<file path="config.mk">
export PLATFORM = sky130hd
export DESIGN_NAME = and3_vector_sequencer
export DESIGN_NICKNAME = d
export VERILOG_FILES = /design/src/rtl/and3_test_pkg.sv /design/src/rtl/and3_hold_timer.sv /design/src/rtl/and3_vector_sequencer.sv
export SDC_FILE = /design/constraint.sdc
export NUM_CORES = 1
export LEC_CHECK = 0
export CAP_MARGIN = 30
export CORE_ASPECT_RATIO = 0.9
export CORE_MARGIN = 4
export CORE_UTILIZATION = 45
export CTS_BUF_LIST = sky130_fd_sc_hd__clkbuf_8
export DETAILED_ROUTE_END_ITERATION = 10
export PLACE_DENSITY = 0.71
export SLEW_MARGIN = 0
export SYNTH_ARGS = -nofsm -noshare
export SYNTH_HDL_FRONTEND = slang
export SYNTH_SLANG_ARGS = --single-unit
</file>
<file path="constraint.sdc">
create_clock -name clk -period 2.03 [get_ports clk]
set_input_delay 0.406 -clock clk [delete_from_list [all_inputs] [get_ports clk]]
set_output_delay 0.406 -clock clk [all_outputs]
set_load 0.05 [all_outputs]
</file>
<file path="src/rtl/and3_test_pkg.sv">
// Purpose : shared types, constants and golden model for the AND3 vector sequencer.
// Latency : n/a (package only).
// Backpressure: n/a (package only).
//
// Contents: state_t (FSM encoding), NUM_VEC / VEC_W (vector space), expected_and3().
package and3_test_pkg;

  typedef enum logic [1:0] {
    IDLE = 2'd0,
    RUN  = 2'd1,
    DONE = 2'd2
  } state_t;

  localparam int NUM_VEC = 8;
  localparam int VEC_W   = 3;

  // Golden response of an ideal 3-input AND for vector {a,b,c}.
  function automatic logic expected_and3(input logic [VEC_W-1:0] vec);
    return vec[2] & vec[1] & vec[0];
  endfunction

endpackage

</file>
<file path="src/rtl/and3_hold_timer.sv">
// Purpose : per-vector hold counter; flags the sample cycle and the vector-advance cycle.
// Latency : strobes are combinational from the counter register; counter restarts the cycle after i_clear.
// Backpressure: none; counts every cycle while i_run is high.
//
// Ports:
//   clk, rst       clock / async active-high reset
//   i_clear        restart the count at 0 (sweep start)
//   i_run          count enable (FSM in RUN)
//   o_sample_now   high on the cycle whose closing edge samples dut_out
//   o_advance      high on the last cycle of the current vector
module and3_hold_timer #(
  parameter int HOLD_CYCLES   = 5,
  parameter int SETTLE_CYCLES = 4,
  localparam int CNT_W        = (HOLD_CYCLES > 1) ? $clog2(HOLD_CYCLES) : 1
) (
  input  logic clk,
  input  logic rst,
  input  logic i_clear,
  input  logic i_run,
  output logic o_sample_now,
  output logic o_advance
);

  logic [CNT_W-1:0] r_hold_cnt;

  assign o_sample_now = i_run && (r_hold_cnt == CNT_W'(SETTLE_CYCLES));
  assign o_advance    = i_run && (r_hold_cnt == CNT_W'(HOLD_CYCLES - 1));

  always_ff @(posedge clk or posedge rst) begin
    if (rst) begin
      r_hold_cnt <= '0;
    end else if (i_clear) begin
      r_hold_cnt <= '0;
    end else if (i_run) begin
      // Wrapping at HOLD_CYCLES-1 gives back-to-back vectors with no gap cycles.
      if (o_advance) r_hold_cnt <= '0;
      else           r_hold_cnt <= r_hold_cnt + CNT_W'(1);
    end
  end

endmodule

</file>
<file path="src/rtl/and3_vector_sequencer.sv">
// Purpose : drives all 8 a/b/c combinations into an AND3 cell and checks its output against a&b&c.
// Latency : done rises 8*HOLD_CYCLES edges after the start edge; each vector sampled SETTLE_CYCLES after it is applied.
// Backpressure: none; start is ignored while a sweep is running.
//
// Ports:
//   clk, rst                 clock / async active-high reset
//   start                    sweep request, honoured in IDLE or DONE
//   dut_out                  output of the cell under test
//   a, b, c                  cell inputs, straight from the vector register
//   busy, done, pass         sweep status; pass = done && no errors
//   err_count                saturating mismatch count
//   fail_valid, fail_vec     first mismatching vector of this sweep
module and3_vector_sequencer
  import and3_test_pkg::*;
#(
  parameter int HOLD_CYCLES   = 5,
  parameter int SETTLE_CYCLES = 4,
  parameter int ERR_W         = 4
) (
  input  logic             clk,
  input  logic             rst,
  input  logic             start,
  input  logic             dut_out,
  output logic             a,
  output logic             b,
  output logic             c,
  output logic             busy,
  output logic             done,
  output logic             pass,
  output logic [ERR_W-1:0] err_count,
  output logic             fail_valid,
  output logic [VEC_W-1:0] fail_vec
);

  state_t           r_state;
  state_t           w_next_state;
  logic [VEC_W-1:0] r_vec;
  logic [ERR_W-1:0] r_err_count;
  logic             r_fail_valid;
  logic [VEC_W-1:0] r_fail_vec;

  logic             w_start_go;
  logic             w_run;
  logic             w_sample_now;
  logic             w_advance;
  logic             w_last_vec;
  logic             w_mismatch;
  logic             w_busy;
  logic             w_done;

  assign w_run      = (r_state == RUN);
  assign w_start_go = start && (r_state != RUN);
  assign w_last_vec = (r_vec == VEC_W'(NUM_VEC - 1));
  // Case inequality so an X or Z from the cell is reported as a failure.
  assign w_mismatch = (dut_out !== expected_and3(r_vec));

  and3_hold_timer #(
    .HOLD_CYCLES  (HOLD_CYCLES),
    .SETTLE_CYCLES(SETTLE_CYCLES)
  ) u_hold_timer (
    .clk         (clk),
    .rst         (rst),
    .i_clear     (w_start_go),
    .i_run       (w_run),
    .o_sample_now(w_sample_now),
    .o_advance   (w_advance)
  );

  // State register.
  always_ff @(posedge clk or posedge rst) begin
    if (rst) r_state <= IDLE;
    else     r_state <= w_next_state;
  end

  // Next-state logic.
  always_comb begin
    w_next_state = r_state;
    case (r_state)
      IDLE:    if (start) w_next_state = RUN;
      RUN:     if (w_advance && w_last_vec) w_next_state = DONE;
      DONE:    if (start) w_next_state = RUN;
      default: w_next_state = IDLE;
    endcase
  end

  // Status outputs decode straight from the state register, so reset clears them immediately.
  always_comb begin
    w_busy = 1'b0;
    w_done = 1'b0;
    case (r_state)
      RUN:     w_busy = 1'b1;
      DONE:    w_done = 1'b1;
      default: ;
    endcase
  end

  // Vector stepping and result capture.
  always_ff @(posedge clk or posedge rst) begin
    if (rst) begin
      r_vec        <= '0;
      r_err_count  <= '0;
      r_fail_valid <= 1'b0;
      r_fail_vec   <= '0;
    end else if (w_start_go) begin
      r_vec        <= '0;
      r_err_count  <= '0;
      r_fail_valid <= 1'b0;
      r_fail_vec   <= '0;
    end else if (w_run) begin
      // Sample and advance can share an edge when SETTLE_CYCLES == HOLD_CYCLES-1;
      // the compare then uses the vector that is just ending, which is intended.
      if (w_sample_now && w_mismatch) begin
        if (r_err_count != {ERR_W{1'b1}}) r_err_count <= r_err_count + ERR_W'(1);
        if (!r_fail_valid) begin
          r_fail_valid <= 1'b1;
          r_fail_vec   <= r_vec;
        end
      end
      // The last vector stays on a/b/c after the sweep ends.
      if (w_advance && !w_last_vec) r_vec <= r_vec + VEC_W'(1);
    end
  end

  assign a          = r_vec[2];
  assign b          = r_vec[1];
  assign c          = r_vec[0];
  assign busy       = w_busy;
  assign done       = w_done;
  assign pass       = w_done && (r_err_count == '0);
  assign err_count  = r_err_count;
  assign fail_valid = r_fail_valid;
  assign fail_vec   = r_fail_vec;

endmodule

</file>
# --- Word-level counts from Yosys, hierarchy flattened ---
# Cells that the tools add are included.
totals:
  register_bits: 16
  in_bits: 4
  output_inout_bits: 14
  wordCells: 62
classes:
  add_sub_neg: 3
  n_eq_ne: 10
  n_mux: 22
  bitwise_logic: 2
  reduce_logical: 19
op_table:
  columns: ["operator", "count"]
  rows:
  - ["2-to-1 mux 3 bit", 10]
  - ["2-to-1 mux 4 bit", 4]
  - ["nonzero test 2 bit", 4]
  - ["adder 3 x 1 -> 3 bit, second input constant", 2]
  - ["== test 3 bit, second input constant", 2]
  - ["logical AND 1 bit", 6]
  - ["!= test 2 x 1 -> 1 bit, second input constant", 3]
  - ["AND reduction 2 bit", 3]
  - ["AND reduction 3 bit", 2]
  - ["2-to-1 mux 1 bit", 5]
  - ["adder 4 x 1 -> 4 bit, second input constant", 1]
  - ["zero test 4 bit", 1]
  - ["2-to-1 mux 2 bit", 2]
  - ["!= test 4 bit, second input constant", 1]
  - ["case mux 2 bit (2 select lines)", 1]
  - ["bitwise AND 1 bit", 2]
  - ["== test 2 x 1 -> 1 bit, second input constant", 1]
  - ["== test 2 bit, second input constant", 1]
  - ["zero test 2 bit", 1]
  - ["!= test 2 bit, second input constant", 1]
  - ["OR reduction 2 bit", 1]
  - ["zero test 1 bit", 1]
  - ["!== test 1 bit", 1]

# --- Logic depth before layout (Yosys ltp) ---
# Gate-level depths: netlist (run 1).
logic_depth:
  ltp_word: 7
  ltp_mapped: 7
  depth_no_buf: 6

# --- Modules after synthesis ---
# A second synthesis (run 1) with hierarchy kept.
hier_totals:
  cells_unflattened: 84
  hier_area_um2: 899.6
by_module_without_submodules:
  columns: ["module", "instances", "cells_per_inst", "area_per_inst_um2", "seq_area_each_um2"]
  rows:
  - ["and3_vector_sequencer", 1, 65, 714.4, 325.3]
  - ["and3_hold_timer", 1, 19, 185.2, 75.1]

# --- Worst setup path before layout (run 1) ---
# No wires, ideal clock.
synth_timing:
  kind: "register to output"
  from: "register r_err_count[1] (netlist: err_count[1])"
  to: "output pass"
  arrival_ns: 2.440
  required_time_ns: 1.624
  path_slack_ns: -0.816
  path_stages_with_launch: 4
  n_path_buf: 0
  path_cell_list: "dfrtp_1 inv_1 ha_1 nor4b_1"
synth_between:
  elab_chain_cells: 2
synth_lines:
  columns: ["element", "line_no", "text"]
  rows:
  - ["from (decl)", "and3_vector_sequencer.sv:38", "logic [ERR_W-1:0] r_err_count;"]
  - ["from (signal assigned)", "and3_vector_sequencer.sv:113", "if (r_err_count != {ERR_W{1'b1}}) r_err_count <= r_err_count + ERR_W'(1);"]
  - ["zero test 4 bit", "and3_vector_sequencer.sv:129", "assign pass = w_done && (r_err_count == '0);"]
  - ["logical AND 1 bit", "and3_vector_sequencer.sv:129", null]
  - ["to (decl)", "and3_vector_sequencer.sv:29", "output logic pass,"]
# Every way passes these cells.

# --- Final worst setup path (run 1) ---
layout_timing:
  from: "register r_vec[2]"
  to: "output a"
layout_rtl:
  columns: ["element", "line_no", "text"]
  rows:
  - ["from (decl)", "and3_vector_sequencer.sv:37", "logic [VEC_W-1:0] r_vec;"]
  - ["from (signal assigned)", "and3_vector_sequencer.sv:120", "if (w_advance && !w_last_vec) r_vec <= r_vec + VEC_W'(1);"]
  - ["to (decl)", "and3_vector_sequencer.sv:24", "output logic a,"]
# No word-level cell between the ends.

==> results of run 1 <==
==> how the worst max path moves through the flow <==
| stage | end | cells past startpoint | startpoint |
|---|---|---|---|
| final | a | 1 | r_vec[2]$_DFFE_PP0P_ |
| after global routing | c | 1 | r_vec[0]$_DFFE_PP0P_ |
| after CTS | c | 1 | r_vec[0]$_DFFE_PP0P_ |
| after detailed placement | err_count[1]$_DFFE_PP0P_ | 4 | dut_out |
| after global placement | err_count[1]$_DFFE_PP0P_ | 4 | dut_out |
| after floorplan | pass | 3 | err_count[1]$_DFFE_PP0P_ |
==> flip-flops by register name, summed over array words and instances (netlist names) <==
signal,flops
fail_valid,1
r_vec,3
fail_vec,3
r_state,2
u_hold_timer.r_hold_cnt,3
err_count,4
==> report_power, final <==
part | switching (mW) | total, mW | internal (mW)
combinational | 0.539 | 0.853 | 0.314
clock | 0.107 | 0.278 | 0.172
sequential | 0.129 | 0.567 | 0.439
==> cell usage in the layout, fill, tap and decap left out, types with 2 or more instances in the layout <==
master and n:
clkdlybuf4s50_1 12, clkbuf_8 4, o21ai_0 5, nor2_1 6
and3_1 4, a21oi_1 3, ha_1 6, a31o_2 3
nand2_1 11, nor3_1 2, nand3_1 5, buf_4 5
inv_1 8, o31ai_1 2, dfrtp_1 16
==> per-layer routing <==
layer  track usage, %  wire [µm]
met1             21.7        902
met5                0          0
met2             21.5        758
met3             3.92         84
met4             6.64         13
==> final cells by class <==
cell class	count	area share [%]
repair buffers	18	15.7
well taps	24	2.66
multi-input cells	62	38.6
inverters	8	2.66
flip-flops and latches	16	35.4
clock buffers	4	4.87
==> logic make-up (layout without fill, tap and decap cells) <==
logic type / Yosys count / count (layout)
AND/OR/NAND/NOR: 35 / 35
flip-flops: 16 / 16
XOR/XNOR: 3 / 3
multiplexers: 2 / 2
adder cells (fa/ha/maj): 6 / 6
buffers and inverters: 10 / 30
AO/OA/AOI/OAI: 16 / 16
==> through the flow <==
step                      setup slack (ps)  utilization, %  total power, mW  cell area (µm²)  hold slack (ps)
after floorplan                        198               -             1.15              883              320
after global placement                 244            61.4             1.42             1070              494
after detailed placement               192            61.4             1.43             1070              500
after CTS                              108            64.5             1.71             1130              515
after global routing                  59.6            64.5             1.83             1130              545
final                                  107            64.5             1.70             1130              508
==> impl_metrics.ini, run 1 <==
[run_status]
outcome = finished, final reports clean

[yosys]
ys.flop_type = dfrtp_1
async_reset_ff_share_pct = 100
yosys.area_share.simple_pct = 21.6
postSynthCellCount = 88
synth_cell_types = 29
synth_seq_cells = 16
synth_top_family_by_area = simple AND/OR/NAND/NOR gates
synth_compound_area_share_pct = 12.0
yosysMostFrequentCell = dfrtp_1
synth-edff-count = 0
yosysTopAreaCellShare_pct = 46.1
yosysTopAreaCell = dfrtp_1
synthesis.area_um2 = 868
syn_avg_cell_area_um2 = 9.87
ys_seq_area_share_pct = 46.1
synth_fp_nets = 98
synthXorXnorAreaFrac_pct = 3.89
synthTopCellsByArea = dfrtp_1 (46%), ha_1 (8.6%), nand2_1 (4.8%), inv_1 (3.5%), a31o_2 (3.0%)
yosys_warnings = 0
synthMuxAreaShare_pct = 2.45
synthAdderAreaFrac_pct = 8.65
ys_top_cells_by_count = dfrtp_1 (16), nand2_1 (11), inv_1 (8)

[worst_hold_path]
worstHoldEndpoint = fail_vec[1]$_DFFE_PP0P_
hold_path.class = register to register
hold_start = fail_vec[1]$_DFFE_PP0P_
hold_path_depth = 1

[timing]
finalHoldViolations = 0
max_freq_mhz = 520
rsz0062_at_grt = false
worst_pin_slew_ps = 587
post-route-period-util_pct = 94.7
fin_skew_ps = 2.89
final.setup.tns_ps = 0
min_period_ps = 1920
setup_violations = 0
relSlewSlack_pct = 60.8
slew_violations = 0

[floorplan]
start_util_pct = 49.6
fp.dieH_um = 49.7
num_io_pins = 18
die_area_um2 = 2700
row_count = 14
core_area_um2 = 1750
dieWidth_um = 54.3

[clocking]
cts_root_buffer = clkbuf_8
cts_tree = yes
cts_resized = 0
htree_levels = 1
clk-insertion-delay-late_ps = 240
post-cts-setup-buffers = 0
cts_buffer_depth = 2
cts_num_sinks = 16
numCtsBuffers = 3
hold_buffers = 0
clk_pin_slew_ps = 70

[worst_setup_path]
timing.rr.end = fail_vec[0]$_DFFE_PP0P_
crit_family = buffers and inverters
crit_type = register to output pin
worstReg2RegStart = u_hold_timer.r_hold_cnt[0]$_DFFE_PP0P_
reg2regPathDepth = 6
path_max_fanout = 5
path_cells = clkdlybuf4s50_1
cpMaxStageDelayCell = clkdlybuf4s50_1
start_kind = register
required_ps = 1620
crit_buf_inv = 1
crit_arrival_ps = 1520
slowest_delay_ps = 840
rrSetupSlack_ps = 360
end_kind = output pin

[routing]
drt_iter0_markers = 16
first_pass_iters = 4
avgRoutedWirePerCell_um = 13.3
vias_per_cell = 5.17
ant_nets = 0
route.detailed.drc = 0
drt_wl_total_um = 1760
num_vias = 682

[pwr]
powerDensity_nw_per_um2 = 1500
p_leak_nw = 0.556
worst_ir_drop_vdd_v = 0.000913

[global_route]
grt_use_total_pct = 15.3
grt_pass1_wl_um = 3040
grt.overflow.total = 0
grt_max_degree = 17
antenna_found_initial = 0
grt_pass1_vias = 687

[final_layout]
nNetsFinal = 119
nFillCells = 148
fin_cells = 132
layout-drive-gt1-share_pct = 15.7
area_growth_pct = 30.1
multiInputGateArea_um2 = 437
regArea_um2 = 400
insertedDiodeCount = 0

[placed_design]
post-dp-hpwl_um = 1310
port_buffers = 17
gp_congestion = 0.805
dp.cells = 128

[job]
cap_violations = 0
Power figures use the tool's default switching activity.
==> run 2: changes to the inputs <==
clock period = 2 ns   (was 2.03 ns; I/O delays follow)
==> impl_metrics.ini, run 2 (synthesized netlist as in run 1, its figures left out) <==
[run_status]
outcome = finished, final reports clean

[worst_hold_path]
hold_path.class = input pin to async pin

[worst_setup_path]
rrSetupSlack_ps = 380
path_max_fanout = 5
crit_family = buffers and inverters
required_ps = 1600
cp-endpoint = b
worstReg2RegStart = u_hold_timer.r_hold_cnt[0]$_DFFE_PP0P_
startpoint = r_vec[1]$_DFFE_PP0P_
start_kind = register
crit_cells = 1
crit_type = register to output pin
timing.rr.end = err_count[3]$_DFFE_PP0P_
cpMaxStageDelayCell = clkdlybuf4s50_1
reg2regPathDepth = 6
path_cells = clkdlybuf4s50_1
crit_buf_inv = 1
crit_arrival_ps = 1510
end_kind = output pin
slowest_delay_ps = 840

[timing]
rsz0062_at_grt = false
worst_pin_slew_ps = 591
slew_violations = 0
post-route-period-util_pct = 95.5
fin_hold_ws_ps = 509
final.setup.tns_ps = 0
fin_skew_ps = 1.41
setup_violations = 0
max_freq_mhz = 523
finalHoldViolations = 0
min_period_ps = 1910
relSlewSlack_pct = 60.5

[routing]
vias_per_cell = 5.35
route.detailed.drc = 0
ant_nets = 0
drt_wl_total_um = 1820
first_pass_iters = 4
drt_iter0_markers = 13
avgRoutedWirePerCell_um = 13.7
num_vias = 711

[clocking]
numCtsBuffers = 3
cts_tree = yes
post-cts-setup-buffers = 0
htree_levels = 1
cts_resized = 0
clk-insertion-delay-late_ps = 250
cts_buffer_depth = 2
hold_buffers = 0
clk_pin_slew_ps = 60
cts_root_buffer = clkbuf_8
cts_num_sinks = 16

[global_route]
grt_pass1_vias = 711
grt_pass1_wl_um = 3210
antenna_found_initial = 0
grt.overflow.total = 0
grt_max_degree = 17
grt_use_total_pct = 16.2

[pwr]
p_leak_nw = 0.568
worst_ir_drop_vdd_v = 0.00111
powerDensity_nw_per_um2 = 1520

[placed_design]
post-dp-hpwl_um = 1430
gp_congestion = 0.816
port_buffers = 17

[final_layout]
insertedDiodeCount = 0
mostFrequentLayoutCell = dfrtp_1
layout-drive-gt1-share_pct = 17.4
most-common-layout-cells = dfrtp_1 (16), nand2_1 (11), clkdlybuf4s50_1 (11)
nNetsFinal = 120
area_growth_pct = 32.1
largest_reg_flops = 4

[floorplan]
start_util_pct = 49.6
dieWidth_um = 54.3
die_area_um2 = 2700
row_count = 14
num_io_pins = 18
fp.dieH_um = 49.7
core_area_um2 = 1750

[job]
cap_violations = 0
run 2: area by class of cell:
| class | instances | area [µm²] |
|---|---|---|
| fillers | 147 | 604 |
| clock buffers | 4 | 55.1 |
| well taps | 24 | 30.0 |
| multi-input cells | 62 | 437 |
| repair buffers | 19 | 195 |
| inverters | 8 | 30.0 |
| flip-flops and latches | 16 | 400 |
run 2: stage by stage:
stage | cells | util (%) | total power, mW | cell area [µm²] | worst slack [ps]
floorplan | 88 | - | 1.17 | 883 | 174
global placement | 129 | 62.4 | 1.46 | 1090 | 220
detailed placement | 129 | 62.4 | 1.47 | 1090 | 169
CTS | 133 | 65.5 | 1.76 | 1150 | 70.6
global route | 133 | 65.5 | 1.87 | 1150 | 26.1
finish | 133 | 65.5 | 1.74 | 1150 | 89.2
run 2: worst min-delay path by stage:
stage	cells after the start	startpoint	slack, ps	end
floorplan	1	rst	310	err_count[0]$_DFFE_PP0P_
global placement	1	fail_vec[1]$_DFFE_PP0P_	500	fail_vec[1]$_DFFE_PP0P_
detailed placement	1	fail_vec[2]$_DFFE_PP0P_	500	fail_vec[2]$_DFFE_PP0P_
CTS	1	fail_vec[1]$_DFFE_PP0P_	510	fail_vec[1]$_DFFE_PP0P_
global route	1	fail_vec[2]$_DFFE_PP0P_	540	fail_vec[2]$_DFFE_PP0P_
finish	2	rst	510	u_hold_timer.r_hold_cnt[0]$_DFFE_PP0P_
run 2: layer usage:
layer	vias to the layer above	track usage, %	wire [µm]
li1	351	-	-
met1	332	22.1	838
met2	28	23.7	847
met3	0	6.33	139
met4	0	4.15	0
met5	-	0	0
run 2: power by group:
group          leakage [nW]  switching [mW]  internal (mW)
Sequential            0.203           0.131          0.446
Combinational         0.336           0.553          0.332
Clock                0.0288           0.106          0.175
==> run 3: changes to the inputs <==
CORE_MARGIN = 1.5   (was 4)
==> impl_metrics.ini, run 3 (synthesized netlist as in run 1, its figures left out) <==
[placed_design]
dp_slack_ps = 174
post-dp-hpwl_um = 1250
dp.cells = 128
port_buffers = 17
gp_congestion = 0.820

[worst_setup_path]
end_kind = output pin
path_max_fanout = 5
rrSetupSlack_ps = 250
start_kind = register
required_ps = 1600
reg2regPathDepth = 6
cpMaxStageDelayCell = clkdlybuf4s50_1
crit_arrival_ps = 1500
crit_buf_inv = 1
crit_cells = 1
path_cells = clkdlybuf4s50_1
crit_family = buffers and inverters
crit_type = register to output pin
slowest_delay_ps = 830

[timing]
setup_ws_ps = 98.5
fin_skew_ps = 3.56
relSlewSlack_pct = 60.5
max_freq_mhz = 526
rsz0062_at_grt = false
finalHoldViolations = 0
post-route-period-util_pct = 95.1
min_period_ps = 1900
final.setup.tns_ps = 0
worst_pin_slew_ps = 591
slew_violations = 0
setup_violations = 0

[clocking]
hold_buffers = 0
cts_tree = yes
clk-insertion-delay-late_ps = 250
clk_pin_slew_ps = 50
cts_num_sinks = 16
cts_buffer_depth = 2
cts_resized = 0
cts_root_buffer = clkbuf_8
numCtsBuffers = 3
post-cts-setup-buffers = 0
htree_levels = 1

[global_route]
grt.overflow.total = 0
grt_use_total_pct = 17.9
antenna_found_initial = 0
grt_max_degree = 17
grt_pass1_wl_um = 2920
grt_pass1_vias = 637

[final_layout]
most-common-layout-cells = dfrtp_1 (16), clkdlybuf4s50_1 (12), nand2_1 (11)
largest_reg_flops = 4
layout-drive-gt1-share_pct = 15.0
mostFrequentLayoutCell = dfrtp_1
regArea_um2 = 400
nNetsFinal = 119
insertedDiodeCount = 0
area_growth_pct = 30.0
fin_cells = 131
multiInputGateArea_um2 = 437
nFillCells = 134

[floorplan]
dieWidth_um = 49.3
row_count = 14
core_area_um2 = 1730
num_io_pins = 18
start_util_pct = 50.1
die_area_um2 = 2200
fp.dieH_um = 44.7

[routing]
avgRoutedWirePerCell_um = 12.9
num_vias = 694
route.detailed.drc = 0
vias_per_cell = 5.30
drt_iter0_markers = 13
ant_nets = 0
drt_wl_total_um = 1690
first_pass_iters = 4

[job]
cap_violations = 0

[pwr]
p_leak_nw = 0.554
worst_ir_drop_vdd_v = 0.00104
powerDensity_nw_per_um2 = 1490

[run_status]
outcome = finished, final reports clean

[worst_hold_path]
hold_path_depth = 1
hold_path.class = register to register
## run 3: changes by cell type in the layout (fill, tap and decap cells not counted), sizes merged
cell           previous run  this run
clkbuf                    4         3
buf                       8         6
clkdlybuf4s50            11        12
## run 3: power by group
part           internal, mW  switching, mW  total [mW]  leakage, nW
logic                 0.330          0.549       0.879        0.329
registers             0.446          0.124       0.570        0.203
clock network         0.133          0.101       0.234       0.0216
total                 0.909          0.774        1.68        0.554
## run 3: final timing paths
check / start / end
hold / removal: fail_vec[0]$_DFFE_PP0P_ / fail_vec[0]$_DFFE_PP0P_
setup reg to reg: u_hold_timer.r_hold_cnt[0]$_DFFE_PP0P_ / err_count[3]$_DFFE_PP0P_
hold reg to reg: fail_vec[0]$_DFFE_PP0P_ / fail_vec[0]$_DFFE_PP0P_
min in group asynchronous: rst / r_state[1]$_DFFE_PP0P_
max in group asynchronous: rst / fail_valid$_DFFE_PP0P_
setup / recovery: r_vec[0]$_DFFE_PP0P_ / c
## run 3: per-layer routing
metal / track usage [%] / part of all wire (%)
met5: 0 / 0
met4: 4.00 / 0.71
met3: 6.08 / 5.8
met2: 28.6 / 46
met1: 23.9 / 48
## run 3: cell type report
type	count	share of cell area, %
Inverter	8	2.66
Tap cell	24	2.66
Multi-Input combinational cell	62	38.7
Clock buffer	3	3.66
Timing Repair Buffer	18	16.9
Sequential cell	16	35.5
## run 3: metrics by stage
stage                     hold slack [ps]  cell area, µm²  utilization (%)  power, mW
after CTS                             508            1130             65.1       1.69
after detailed placement              495            1090             62.7       1.45
final                                 503            1130             65.1       1.68
after floorplan                       314             883                -       1.17
after global placement                497            1090             62.7       1.44
after global routing                  534            1130             65.1       1.80
